**config.mk**
```make
export PLATFORM = sky130hd
export DESIGN_NAME = i2s_reader
export DESIGN_NICKNAME = d
export VERILOG_FILES = /design/src/rtl/i2s_pkg.sv /design/src/rtl/i2s_sync_edge.sv /design/src/rtl/i2s_reader.sv
export SDC_FILE = /design/constraint.sdc
export NUM_CORES = 1
export LEC_CHECK = 0
export BUFFER_PORTS_ARGS = -buffer_cell sky130_fd_sc_hd__buf_2
export CORE_MARGIN = 4
export CORE_UTILIZATION = 50
export CTS_CLUSTER_DIAMETER = 50
export DETAILED_ROUTE_END_ITERATION = 7
export PLACE_DENSITY = 0.67
export SLEW_MARGIN = 0
export SYNTH_ARGS = -nofsm -noshare
export SYNTH_HDL_FRONTEND = slang
export SYNTH_SLANG_ARGS = --single-unit
export TNS_END_PERCENT = 50
```
**constraint.sdc**
```tcl
create_clock -name clk -period 5.4 [get_ports clk]
set_input_delay 1.08 -clock clk [delete_from_list [all_inputs] [get_ports clk]]
set_output_delay 1.08 -clock clk [all_outputs]
set_load 0.005 [all_outputs]
```
**src/rtl/i2s_pkg.sv**
```systemverilog
`timescale 1ns/1ps
// i2s_pkg: constants and types shared by the I2S reader and writer blocks.
package i2s_pkg;

  // Default slot length in bit clocks, and default captured bits per sample.
  localparam int DATA_SIZE_DEF    = 32;
  localparam int SAMPLE_WIDTH_DEF = 24;

  // Word select polarity: low selects the left channel, high selects the right.
  localparam logic LR_LEFT  = 1'b0;
  localparam logic LR_RIGHT = 1'b1;

  // Receiver word-framing states.
  typedef enum logic [1:0] {
    ST_IDLE  = 2'd0,
    ST_SKIP  = 2'd1,
    ST_SHIFT = 2'd2,
    ST_PAD   = 2'd3
  } rx_state_t;

endpackage

```
**src/rtl/i2s_sync_edge.sv**
```systemverilog
`timescale 1ns/1ps
// i2s_sync_edge: brings an asynchronous level into the clk domain through two
// flops and produces a registered one-cycle strobe on its rising edge.
module i2s_sync_edge (
  input  logic clk,
  input  logic rst_n,
  input  logic async_in,
  output logic rise_strobe
);

  logic [1:0] sync_q;
  logic       prev_q;

  // Two-stage synchronizer, a delayed copy, and the registered rising-edge strobe.
  always_ff @(posedge clk or negedge rst_n) begin
    if (!rst_n) begin
      sync_q      <= '0;
      prev_q      <= 1'b0;
      rise_strobe <= 1'b0;
    end else begin
      sync_q      <= {sync_q[0], async_in};
      prev_q      <= sync_q[1];
      rise_strobe <= sync_q[1] & ~prev_q;
    end
  end

endmodule

```
**src/rtl/i2s_reader.sv**
```systemverilog
`timescale 1ns/1ps
// i2s_reader: oversamples an I2S stream on the system clock, frames each channel
// word, and hands complete samples to a consumer through a valid/ack register.
module i2s_reader
  import i2s_pkg::*;
#(
  parameter int DATA_SIZE    = DATA_SIZE_DEF,
  parameter int SAMPLE_WIDTH = SAMPLE_WIDTH_DEF
) (
  input  logic                    clk,
  input  logic                    rst_n,
  input  logic                    enable,
  input  logic                    i2s_clock,
  input  logic                    i2s_lr,
  input  logic                    i2s_data,
  output logic                    audio_data_valid,
  input  logic                    audio_data_ack,
  output logic [SAMPLE_WIDTH-1:0] audio_data,
  output logic                    audio_lr_bit,
  output logic                    overrun,
  output logic                    frame_error
);

  localparam int CNT_W = $clog2(DATA_SIZE);

  logic [1:0]              rst_sync_q;
  logic                    rst_n_int;
  logic [1:0]              lr_sync_q;
  logic [1:0]              data_sync_q;
  logic                    strobe;
  logic                    lr_s;
  logic                    data_s;
  logic                    lr_prev_q;
  logic                    lr_primed_q;
  logic                    lr_edge;

  rx_state_t               state_q, state_d;
  logic [CNT_W-1:0]        cnt_q, cnt_d;
  logic [SAMPLE_WIDTH-1:0] shift_q, shift_d;
  logic                    word_lr_q, word_lr_d;
  logic                    complete;
  logic                    trunc;

  // Reset asserts immediately but releases only on a clk edge, two flops later.
  always_ff @(posedge clk or negedge rst_n) begin
    if (!rst_n) begin
      rst_sync_q <= '0;
    end else begin
      rst_sync_q <= {rst_sync_q[0], 1'b1};
    end
  end

  assign rst_n_int = rst_sync_q[1];

  i2s_sync_edge u_bclk_sync (
    .clk         (clk),
    .rst_n       (rst_n_int),
    .async_in    (i2s_clock),
    .rise_strobe (strobe)
  );

  // Word select and data get the same synchronizer depth as the bit clock.
  always_ff @(posedge clk or negedge rst_n_int) begin
    if (!rst_n_int) begin
      lr_sync_q   <= '0;
      data_sync_q <= '0;
    end else begin
      lr_sync_q   <= {lr_sync_q[0], i2s_lr};
      data_sync_q <= {data_sync_q[0], i2s_data};
    end
  end

  assign lr_s   = lr_sync_q[1];
  assign data_s = data_sync_q[1];

  // Track word select at every strobe, even while disabled, so a re-enable
  // waits for a genuine transition; the first strobe after reset only primes.
  always_ff @(posedge clk or negedge rst_n_int) begin
    if (!rst_n_int) begin
      lr_prev_q   <= 1'b0;
      lr_primed_q <= 1'b0;
    end else if (strobe) begin
      lr_prev_q   <= lr_s;
      lr_primed_q <= 1'b1;
    end
  end

  assign lr_edge = strobe & lr_primed_q & (lr_s != lr_prev_q);

  // Framing state, bit counter, shifter and the channel of the word in flight.
  always_ff @(posedge clk or negedge rst_n_int) begin
    if (!rst_n_int) begin
      state_q   <= ST_IDLE;
      cnt_q     <= '0;
      shift_q   <= '0;
      word_lr_q <= 1'b0;
    end else begin
      state_q   <= state_d;
      cnt_q     <= cnt_d;
      shift_q   <= shift_d;
      word_lr_q <= word_lr_d;
    end
  end

  // Next-state logic: an LR edge always starts a new word, and one arriving
  // before the sample is full aborts the partial word.
  always_comb begin
    state_d   = state_q;
    cnt_d     = cnt_q;
    shift_d   = shift_q;
    word_lr_d = word_lr_q;
    complete  = 1'b0;
    trunc     = 1'b0;
    if (!enable) begin
      state_d = ST_IDLE;
      cnt_d   = '0;
      shift_d = '0;
    end else if (strobe) begin
      unique case (state_q)
        ST_IDLE, ST_PAD: begin
          if (lr_edge) begin
            state_d   = ST_SKIP;
            word_lr_d = lr_s;
          end
        end
        ST_SKIP: begin
          if (lr_edge) begin
            trunc     = 1'b1;
            word_lr_d = lr_s;
          end else begin
            state_d = ST_SHIFT;
            cnt_d   = '0;
            shift_d = '0;
          end
        end
        ST_SHIFT: begin
          if (lr_edge) begin
            trunc     = 1'b1;
            state_d   = ST_SKIP;
            word_lr_d = lr_s;
            cnt_d     = '0;
            shift_d   = '0;
          end else begin
            shift_d = {shift_q[SAMPLE_WIDTH-2:0], data_s};
            if (cnt_q == CNT_W'(SAMPLE_WIDTH - 1)) begin
              complete = 1'b1;
              state_d  = ST_PAD;
              cnt_d    = '0;
            end else begin
              cnt_d = cnt_q + CNT_W'(1);
            end
          end
        end
        default: state_d = ST_IDLE;
      endcase
    end
  end

  // Holding register with valid/ack handshake, sticky overrun and the
  // one-cycle truncation pulse.
  always_ff @(posedge clk or negedge rst_n_int) begin
    if (!rst_n_int) begin
      audio_data_valid <= 1'b0;
      audio_data       <= '0;
      audio_lr_bit     <= 1'b0;
      overrun          <= 1'b0;
      frame_error      <= 1'b0;
    end else begin
      frame_error <= trunc;
      if (!enable) begin
        overrun <= 1'b0;
      end
      if (complete) begin
        if (!audio_data_valid || audio_data_ack) begin
          audio_data       <= shift_d;
          audio_lr_bit     <= word_lr_q;
          audio_data_valid <= 1'b1;
        end else begin
          overrun <= 1'b1;
        end
      end else if (audio_data_valid && audio_data_ack) begin
        audio_data_valid <= 1'b0;
      end
    end
  end

endmodule

```
==> results.sh <==
export IMPL_route_detailed_drc=0
export IMPL_clock_skew_ps=10.9
export IMPL_synth_edf_count=0
export IMPL_endpoint_kind="register"
export IMPL_routabilityCongestion=0.810
export IMPL_antenna_found_initial=0
export IMPL_p_clk_share_pct=44.1
export IMPL_io_pins=35
export IMPL_grt_pass1_vias=1912
export IMPL_wl_mm=4.90
export IMPL_synthTopCellsByArea="dfrtp_1, mux2i_1, a22oi_1"
export IMPL_synth_fa_ha_area_share_pct=2.06
export IMPL_die_width_um=86.0
export IMPL_start_kind="input port"
export IMPL_grt_busiest_layer="met2"
export IMPL_htreeDepth=3
export IMPL_grtUsageMet1_pct=19.5
export IMPL_drtAntennaViolNets=0
export IMPL_root_buffer="clkbuf_8"
export IMPL_yosys_area_share_simple_pct=10.0
export IMPL_cts_tree="built"
export IMPL_syn_inst=243
export IMPL_ys_warnings_count=0
export IMPL_hold_buffers=0
export IMPL_async_flop_share_pct=100
export IMPL_dp_hpwl_mm=3.19
export IMPL_grt_use_met2_pct=22.9
export IMPL_r2r_slack_ps=3230
export IMPL_reg2reg_to="audio_lr_bit"
export IMPL_outcome="finished, final reports clean"
export IMPL_grt_max_degree=55
export IMPL_p_leak_nw=1.80
export IMPL_hold_path_class="register to asynchronous set/reset pin"
export IMPL_cts_setup_buffers=0
export IMPL_slew_violations=0
export IMPL_antenna_cells=0
export IMPL_cts_sinks=72
export IMPL_tns_ps=0
export IMPL_total_power_w=0.00107
export IMPL_min_period_ps=2570
export IMPL_synth_compound_area_share_pct=11.9
export IMPL_ctsResizeCount=0
export IMPL_nNetsFinal=293
export IMPL_synth_common_cells="dfrtp_1, inv_1, nor2b_1"
export IMPL_required_ps=5630
export IMPL_cts_buffers=9
export IMPL_period_share_pct=47.6
export IMPL_rsz0062_at_grt="no"
export IMPL_synth_top_flop_cell="dfrtp_1"
export IMPL_ff2ff_path_depth=6
export IMPL_vias=1879
export IMPL_yosysTopAreaCellShare_pct=59.3
export IMPL_finalHoldViolCount=0
export IMPL_fillerInstances=508
export IMPL_area_growth_syn_to_layout_pct=13.9
export IMPL_met3_usage_pct=4.71
export IMPL_drt_iter0_drc=112
export IMPL_synth_top_family_by_area="compound AO/OA/AOI/OAI gates"
export IMPL_path_class="input port to register"
export IMPL_die_area_mm2=0.00739
export IMPL_syn_cell_area_mm2=0.00304
export IMPL_reg2reg_from="state_q[0]"
export IMPL_pwr_share_comb_pct=3.9
export IMPL_io_buffers=34
export IMPL_crit_fanout=34
export IMPL_clkLatencyLatePin_ps=340
export IMPL_grt_pass1_wl_mm=8.69
export IMPL_synth_xor_area_share_pct=1.11
export IMPL_synth_top_cell_by_area="dfrtp_1"
export IMPL_swShare_pct=21.8
export IMPL_synthesis_nets=255
export IMPL_wire_per_inst_um=13.6
export IMPL_max_slew_worst_pin_slew_ps=657
export IMPL_finalSetupViolCount=0
export IMPL_ys_ff_latch=72
export IMPL_grt_usage_pct=15.1
export IMPL_avgSynthCellArea_um2=12.5
export IMPL_yosysSeqAreaShare_pct=59.3
export IMPL_power_density_mw_per_mm2=309
export IMPL_detail_route_first_pass_iterations=4
export IMPL_layout_cells_non_filler=361
export IMPL_cts_buffer_depth=2
export IMPL_p_int_w=0.000835
export IMPL_placedCellCount=345
export IMPL_netSwitchingPower_w=0.000233
export IMPL_layout_drive_gt1_share_pct=22.0
export IMPL_synth_most_common_cell="dfrtp_1"
export IMPL_viasPerCell=5.20
export IMPL_max_vdd_ir_drop_mv=0.194
export IMPL_synth_distinct_cells=40
export IMPL_clk_pin_slew_ps=80
export IMPL_core_area_mm2=0.00592
export IMPL_fin_util_pct=58.5
export IMPL_fmax_ghz=0.389
export IMPL_muxShareOfSynthArea_pct=9.02
export IMPL_die_h_um=86.0
export IMPL_num_rows=28
export IMPL_maxCapViolCount=0
export IMPL_initial_core_util_pct=51.3
export IMPL_hold_slack_ps=183
export IMPL_grt_overflow=0
export IMPL_seq_power_share_pct=52.0
export IMPL_maxSlewHeadroom_pct=56.2
export IMPL_arrival_ps=2800
## worst max-delay path, stage by stage
cell and delay (ps):
buf_2 400, nand2_1 210, a2111oi_4 410, nand2_4 320
mux2_2 370
## state kept, by name, indices dropped and copies added, names as in the netlist
| signal | count |
|---|---|
| audio_lr_bit | 1 |
| shift_q | 24 |
| u_bclk_sync.prev_q | 1 |
| lr_prev_q | 1 |
| state_q | 2 |
| lr_sync_q | 2 |
| audio_data_valid | 1 |
| word_lr_q | 1 |
| u_bclk_sync.sync_q | 2 |
| lr_primed_q | 1 |
| frame_error | 1 |
| cnt_q | 5 |
| audio_data | 24 |
| rst_sync_q | 2 |
| data_sync_q | 2 |
| u_bclk_sync.rise_strobe | 1 |
| overrun | 1 |
## layer usage
metal / share of wire, % / up-vias
met1: 48 / 909
met5: 0 / -
met2: 45 / 42
met3: 4.7 / 10
li1: - / 918
met4: 1.9 / 0
## power groups by stage
stage,clock network (W),registers [W],logic [W]
2_1_floorplan,0,0.000569,0.0000271
3_5_place_dp,0,0.000566,0.0000423
5_1_grt,0.000505,0.000557,0.0000469
6_report,0.000471,0.000555,0.0000418
3_3_place_gp,0,0.000566,0.0000416
4_1_cts,0.000483,0.000556,0.0000423
## worst max path at each step
stage | end | from | cells past startpoint
floorplan | audio_data[0] | rst_sync_q[1] | 0
global placement | audio_lr_bit | enable | 5
detailed placement | audio_lr_bit | enable | 5
CTS | audio_lr_bit | enable | 5
global route | audio_lr_bit | enable | 5
finish | audio_lr_bit | enable | 5
## cells in the final DEF, fill, tap and decap left out, drive strengths merged, types with 2 or more instances in the layout
| cell | n |
|---|---|
| xor2 | 2 |
| buf | 37 |
| o211ai | 3 |
| inv | 31 |
| a22oi | 24 |
| nand3 | 4 |
| a2111oi | 2 |
| mux2i | 24 |
| nor2b | 25 |
| nor2 | 4 |
| ha | 5 |
| clkbuf | 11 |
| nand2 | 11 |
| mux2 | 3 |
| a32o | 2 |
| a211oi | 2 |
| o21ai | 3 |
| dfrtp | 72 |
| nand4 | 2 |
| bufinv | 2 |
| clkinv | 2 |
## stage by stage
step | area, um^2 | worst slack, ps
2_1_floorplan | 3040 | 3250
3_5_place_dp | 3240 | 2420
3_3_place_gp | 3240 | 2460
6_report | 3460 | 2830
5_1_grt | 3460 | 2640
4_1_cts | 3460 | 2790
## final cells by class
cell class / instances / area, um^2 / share of cell area [%]
timing repair buffer: 37 / 193 / 5.57
multi-input combinational: 131 / 1040 / 30.0
clock inverter: 5 / 78.8 / 2.28
tap: 75 / 93.8 / 2.71
sequential: 72 / 1800 / 52.1
inverter: 30 / 113 / 3.25
clock buffer: 11 / 141 / 4.09
## cell families (layout without fill, tap and decap cells)
kind of cell	Yosys count	after routing
flops	72	72
simple gates	51	51
compound gates	44	44
buf+inv	40	83
mux	27	27
fa+ha+maj	5	5
xor+xnor	3	3
other cells	1	1
(Power assumes the default switching activity.)
